<file path="src/rtl/dac_pkg.sv">
// Shared constants and state encoding for the serial current-DAC writer.
// Frame layout on the wire, MSB first: command, channel address, 16-bit code.
package dac_pkg;

  localparam int          FRAME_BITS       = 24;
  localparam logic [3:0]  CMD_WRITE_UPDATE = 4'b0011;
  localparam logic [15:0] CUR_ZERO         = 16'h8000;

  typedef logic [2:0] dac_state_t;

  localparam dac_state_t ST_IDLE  = 3'd0;
  localparam dac_state_t ST_SETUP = 3'd1;
  localparam dac_state_t ST_SHIFT = 3'd2;
  localparam dac_state_t ST_HOLD  = 3'd3;
  localparam dac_state_t ST_GAP   = 3'd4;

  function automatic logic [FRAME_BITS-1:0] build_frame(input logic [3:0]  addr,
                                                        input logic [15:0] code);
    return {CMD_WRITE_UPDATE, addr, code};
  endfunction

endpackage

</file>
<file path="src/rtl/sync_rise_det.sv">
// Two-flop synchronizer plus rising-edge detector for an asynchronous ready level.
// A level already high when reset is released must fall and rise again before it counts.
module sync_rise_det (
  input  logic clk,
  input  logic rstn,
  input  logic async_in,
  output logic rise
);

  logic meta;
  logic sync;
  logic prev;
  logic fill0;
  logic fill1;
  logic armed;

  // fill1 marks that sync holds a real sample rather than its reset value
  always_ff @(posedge clk or negedge rstn) begin
    if (!rstn) begin
      meta  <= 1'b0;
      sync  <= 1'b0;
      prev  <= 1'b0;
      fill0 <= 1'b0;
      fill1 <= 1'b0;
      armed <= 1'b0;
    end else begin
      meta  <= async_in;
      sync  <= meta;
      prev  <= sync;
      fill0 <= 1'b1;
      fill1 <= fill0;
      if (fill1 && !sync) armed <= 1'b1;
    end
  end

  assign rise = sync & ~prev & armed;

endmodule

</file>
<file path="src/rtl/ctrl_dac_writer.sv">
// Ships each new controller current code to a serial DAC as one 24-bit frame,
// keeping only the newest code if several arrive while a frame is in flight.
//
//   state | meaning
//   IDLE  | cs_n high, waiting for a pending code with enable set
//   SETUP | cs_n low, sclk low, first bit on mosi
//   SHIFT | 24 sclk periods, low half then high half
//   HOLD  | sclk low, cs_n still low before release
//   GAP   | cs_n high, minimum spacing before the next frame
module ctrl_dac_writer
  import dac_pkg::*;
#(
  parameter int         CLK_DIV  = 2,
  parameter int         GAP_CYC  = 2,
  parameter logic [3:0] DAC_ADDR = 4'h0
) (
  input  logic        clk,
  input  logic        rstn,
  input  logic        dac_enable,
  input  logic        ctrl_ready,
  input  logic [15:0] ctrl_data,
  output logic        dac_busy,
  output logic        dac_cs_n,
  output logic        dac_sclk,
  output logic        dac_mosi,
  output logic [15:0] last_code,
  output logic [15:0] overrun_cnt
);

  localparam logic [7:0] DIV_LD = 8'(CLK_DIV - 1);
  localparam logic [7:0] GAP_LD = 8'(GAP_CYC - 1);
  localparam logic [4:0] BIT_LD = 5'(FRAME_BITS - 1);

  dac_state_t              state;
  logic [7:0]              div_cnt;
  logic [4:0]              bit_cnt;
  logic [FRAME_BITS-2:0]   shreg;
  logic [15:0]             cur_code;
  logic                    pending;
  logic [15:0]             pend_code;
  logic                    trig_raw;
  logic                    trig;
  logic                    cnt_done;
  logic                    ld;
  logic [15:0]             ld_code;
  logic [FRAME_BITS-1:0]   frame_ld;

  sync_rise_det u_rdy_det (
    .clk      (clk),
    .rstn     (rstn),
    .async_in (ctrl_ready),
    .rise     (trig_raw)
  );

  assign trig     = trig_raw & dac_enable;
  assign cnt_done = (div_cnt == 8'd0);
  // A trigger arriving in the launch cycle is sent directly, so a code landing
  // in the last GAP cycle starts the very next frame without an extra IDLE cycle.
  assign ld       = dac_enable & (pending | trig) &
                    ((state == ST_IDLE) | ((state == ST_GAP) & cnt_done));
  assign ld_code  = trig ? ctrl_data : pend_code;
  assign frame_ld = build_frame(DAC_ADDR, ld_code);

  always_ff @(posedge clk or negedge rstn) begin
    if (!rstn) begin
      pending     <= 1'b0;
      pend_code   <= CUR_ZERO;
      overrun_cnt <= 16'h0000;
    end else if (!dac_enable) begin
      pending <= 1'b0;
    end else if (trig) begin
      if (pending && (overrun_cnt != 16'hFFFF)) overrun_cnt <= overrun_cnt + 16'd1;
      if (ld) begin
        pending <= 1'b0;
      end else begin
        pending   <= 1'b1;
        pend_code <= ctrl_data;
      end
    end else if (ld) begin
      pending <= 1'b0;
    end
  end

  always_ff @(posedge clk or negedge rstn) begin
    if (!rstn) begin
      state     <= ST_IDLE;
      div_cnt   <= 8'd0;
      bit_cnt   <= 5'd0;
      shreg     <= '0;
      cur_code  <= CUR_ZERO;
      dac_cs_n  <= 1'b1;
      dac_sclk  <= 1'b0;
      dac_mosi  <= 1'b0;
      dac_busy  <= 1'b0;
      last_code <= CUR_ZERO;
    end else if (ld) begin
      state    <= ST_SETUP;
      div_cnt  <= DIV_LD;
      bit_cnt  <= BIT_LD;
      shreg    <= frame_ld[FRAME_BITS-2:0];
      cur_code <= ld_code;
      dac_cs_n <= 1'b0;
      dac_sclk <= 1'b0;
      dac_mosi <= frame_ld[FRAME_BITS-1];
      dac_busy <= 1'b1;
    end else begin
      case (state)
        ST_SETUP: begin
          if (cnt_done) begin
            state   <= ST_SHIFT;
            div_cnt <= DIV_LD;
          end else begin
            div_cnt <= div_cnt - 8'd1;
          end
        end
        ST_SHIFT: begin
          if (!cnt_done) begin
            div_cnt <= div_cnt - 8'd1;
          end else begin
            div_cnt <= DIV_LD;
            if (!dac_sclk) begin
              dac_sclk <= 1'b1;
            end else begin
              // mosi only moves together with sclk falling
              dac_sclk <= 1'b0;
              if (bit_cnt == 5'd0) begin
                state <= ST_HOLD;
              end else begin
                bit_cnt  <= bit_cnt - 5'd1;
                dac_mosi <= shreg[FRAME_BITS-2];
                shreg    <= {shreg[FRAME_BITS-3:0], 1'b0};
              end
            end
          end
        end
        ST_HOLD: begin
          if (cnt_done) begin
            state     <= ST_GAP;
            div_cnt   <= GAP_LD;
            dac_cs_n  <= 1'b1;
            last_code <= cur_code;
          end else begin
            div_cnt <= div_cnt - 8'd1;
          end
        end
        ST_GAP: begin
          if (cnt_done) begin
            state    <= ST_IDLE;
            dac_busy <= 1'b0;
            dac_mosi <= 1'b0;
          end else begin
            div_cnt <= div_cnt - 8'd1;
          end
        end
        default: state <= ST_IDLE;
      endcase
    end
  end

endmodule

</file>
<file path="config.mk">
export PLATFORM = sky130hd
export DESIGN_NAME = ctrl_dac_writer
export DESIGN_NICKNAME = d
export VERILOG_FILES = /design/src/rtl/dac_pkg.sv /design/src/rtl/sync_rise_det.sv /design/src/rtl/ctrl_dac_writer.sv
export SDC_FILE = /design/constraint.sdc
export NUM_CORES = 1
export LEC_CHECK = 0
export ABC_AREA = 1
export CELL_PAD_IN_SITES_DETAIL_PLACEMENT = 0
export CELL_PAD_IN_SITES_GLOBAL_PLACEMENT = 1
export CORE_ASPECT_RATIO = 0.7
export CORE_MARGIN = 4
export CORE_UTILIZATION = 46
export CTS_BUF_LIST = sky130_fd_sc_hd__clkbuf_4 sky130_fd_sc_hd__clkbuf_8 sky130_fd_sc_hd__clkbuf_16
export DETAILED_ROUTE_END_ITERATION = 10
export GPL_TIMING_DRIVEN = 0
export PLACE_DENSITY = 0.94
export SYNTH_ARGS = -nofsm -noshare
export SYNTH_HDL_FRONTEND = slang
export SYNTH_SLANG_ARGS = --single-unit
</file>
<file path="constraint.sdc">
create_clock -name clk -period 5.2 [get_ports clk]
set_input_delay 0.52 -clock clk [delete_from_list [all_inputs] [get_ports clk]]
set_output_delay 0.52 -clock clk [all_outputs]
set_load 0.02 [all_outputs]
</file>
==> flow_summary.toml <==
[status]
status = "complete, no violations"

[critical_path]
cp-end-kind = "flop"
worstPathRequired_ns = 5.47
startpoint_type = "input pin"
arrival_ns = 2.51
crit_fanout = 10
path_class = "in -> reg"

[die]
fp.dieH_um = 99.0
fp.dieW_um = 138
dieArea_sq_um = 13700
rows = 32
core_area_sq_um = 11300
io_pins = 56
initial_utilization_pct = 48.2

[layout]
final_layout_size_suffix_gt1_share_pct = 10.3
fin_nets = 762
syn_to_final_growth_pct = 26.0
design_area_sq_um = 6850
utilization_pct = 60.7
antenna_cells = 0

[sta]
fmax_mhz = 445
rsz0062_at_grt = "no"
hold_viol = 0
slew_violations = 0
post-route-min-period_ns = 2.25
finalSetupViolations = 0
max_slew_margin_pct = 57.1
fin_crit_sh_pct = 43.2
skew_ns = 0.00779
layout_setup_ws_ns = 2.95
whs_ns = 0.357
worst_pin_slew_ns = 0.643

[synthesis]
synth_fp_nets = 686
avgSynthCellArea_sq_um = 8.23
yosysWarnings = 0
synth_async_sr_flop_share_pct = 100
netlist_area_sq_um = 5440
postSynthCellCount = 661
ys_seq_area_share_pct = 52.5
yosysUniqueCellTypes = 35
yosys_register_bits = 114
synth-edff-count = 0
ys.flop_type = "dfrtp_1"

[route]
wl_per_cell_um = 14.6
drtIter0Drc = 419
vias = 4597
drc = 0
drt-total-wl_um = 13200
ant_nets = 0
via_per_inst = 5.09
drt_pass1_iterations = 5

[global_routing]
grt-busiest-layer = "met1"
grt_overflow = 0
grt_max_degree = 102
grt_antenna_before_repair = 0
grt_pass1_wl_um = 22400
use_met2_pct = 30.1
use_met3_pct = 5.20
grt_pass1_vias = 4503
grt.total_usage_pct = 20.8
grt_use_met1_pct = 30.7

[place]
dpl_cell_area_sq_um = 6210
pre_cts_slack_ns = 2.59
gp_congestion = 0.829
place_hpwl_um = 9110
io_buffers = 55

[power]
peakVddDrop_mv = 0.341
power_density_nw_per_um2 = 572
p_leak_nw = 3.38

[clock_tree]
root_buffer = "clkbuf_16"
htree_levels = 4
clk_latency_ns = 0.41
cts_tree = "built"
clk_pin_slew_ns = 0.05
cts_resized = 0
cts_num_sinks = 114
cts_inserted_buffers = 17
cts_buffer_depth = 2

[worst_hold_path]
hp-class = "reg -> reg"

[flow_run]
max-cap-violations = 0
cell usage after synthesis, types with 2 or more instances:
cell type	n	share of area, %
o21ai_1	18	1.7
nor2_4	3	0.62
xnor2_1	2	0.32
buf_6	4	0.83
buf_4	3	0.41
xor2_1	17	2.7
inv_1	70	4.8
clkbuf_1	9	0.62
inv_2	3	0.21
nand2_2	6	0.69
o211ai_1	2	0.28
o21ai_0	76	7.0
nand4_1	3	0.35
nor3_2	2	0.37
ha_1	5	1.1
a21oi_1	3	0.28
nand2_1	206	14
o21ai_4	2	0.60
o2111ai_1	2	0.32
nor2_1	32	2.2
buf_2	9	0.83
nor2_2	3	0.35
nand3_1	51	4.7
dfstp_2	4	1.9
dfrtp_1	110	51
nor3_1	7	0.64
routing by layer:
layer | part of all wire, % | wire length [um]
met1 | 48 | 6370
met2 | 44 | 5850
met3 | 5.7 | 745
met4 | 1.5 | 197
met5 | 0 | 0
placed cells by master (no fill, tap or decap), types with 2 or more instances in the layout:
| cell type | instances |
|---|---|
| buf_4 | 3 |
| clkbuf_16 | 17 |
| inv_1 | 70 |
| clkinvlp_4 | 2 |
| nor3_1 | 7 |
| buf_2 | 9 |
| buf_6 | 5 |
| dfrtp_1 | 110 |
| clkinv_2 | 4 |
| ha_1 | 5 |
| clkdlybuf4s50_1 | 54 |
| clkbuf_1 | 9 |
| bufinv_16 | 3 |
| nand3_1 | 51 |
| xnor2_1 | 2 |
| nor2_4 | 3 |
| o21ai_1 | 18 |
| nand2_2 | 6 |
| nor3_2 | 2 |
| clkbuf_8 | 6 |
| inv_2 | 3 |
| nand2_1 | 206 |
| o21ai_4 | 2 |
| xor2_1 | 17 |
| nor2_1 | 32 |
| o2111ai_1 | 2 |
| a21oi_1 | 3 |
| o21ai_0 | 76 |
| nand4_1 | 3 |
| nor2_2 | 3 |
| dfstp_2 | 4 |
| o211ai_1 | 2 |
final cells by class:
type / instances / area, sq um
tap: 153 / 191
inverter: 73 / 274
clock inverter: 9 / 125
timing repair buffer: 57 / 589
sequential: 114 / 2860
multi-input combinational: 448 / 2160
clock buffer: 23 / 508
fill: 973 / 4440
buffer: 26 / 150
cells by family after synthesis:
kind of cell / count (synthesis) / synth area share [%]
adders and majority gates: 5 / 1.15
and+or+nand+nor: 317 / 24.9
buffers and inverters: 99 / 7.80
other: 1 / 0.0689
xor gates and xnor gates: 19 / 3.06
AOI/OAI and AO/OA: 106 / 10.5
DFF: 114 / 52.5
stage by stage:
step / TNS, ns / cells / power, mW
finish: 0 / 903 / 3.92
detailed placement: 0 / 870 / 2.69
floorplan: 0 / 661 / 2.22
CTS: 0 / 903 / 3.94
global placement: -82.65 / 869 / 2.64
global route: 0 / 903 / 4.18
critical path, stage by stage:
cell,delay (ns)
clkdlybuf4s50_1,0.50
nand3_2,0.22
nand2_2,0.27
nand3_4,0.18
inv_1,0.25
clkbuf_1,0.38
o21ai_0,0.17
worst paths after layout:
| kind | cells past startpoint | end | startpoint | slack [ns] |
|---|---|---|---|---|
| worst max-delay path | 7 | cur_code[4]$_DFFE_PN0P_ | dac_enable | 2.95 |
| worst min-delay path | 0 | u_rdy_det.fill1$_DFF_PN0_ | u_rdy_det.fill0$_DFF_PN0_ | 0.36 |
| worst max register to register | 7 | cur_code[4]$_DFFE_PN0P_ | u_rdy_det.prev$_DFF_PN0_ | 3.10 |
| worst min register to register | 0 | u_rdy_det.fill1$_DFF_PN0_ | u_rdy_det.fill0$_DFF_PN0_ | 0.36 |
| max in group asynchronous | 3 | last_code[15]$_DFFE_PN1P_ | rstn | 3.98 |
| min in group asynchronous | 2 | cur_code[4]$_DFFE_PN0P_ | rstn | 0.49 |
sequential cells by signal, indices dropped and copies added (netlist names):
name             cells
bit_cnt              5
cur_code            16
dac_busy             1
dac_cs_n             1
dac_mosi             1
dac_sclk             1
div_cnt              8
last_code           16
overrun_cnt         16
pend_code           16
pending              1
shreg               23
state                3
u_rdy_det.armed      1
u_rdy_det.fill0      1
u_rdy_det.fill1      1
u_rdy_det.meta       1
u_rdy_det.prev       1
u_rdy_det.sync       1
power breakdown:
part           internal (mW)  switching [mW]
logic                  0.515           0.806
clock network          0.826           0.400
registers               1.18           0.194
total                   2.52            1.40
what timing repair did:
| item | CTS | global route |
|---|---|---|
| hold buffers | 1 | 0 |
| buffers inserted | 0 | 0 |
| endpoints found under the hold margin | 13 | 0 |
(Power assumes the default switching activity.)
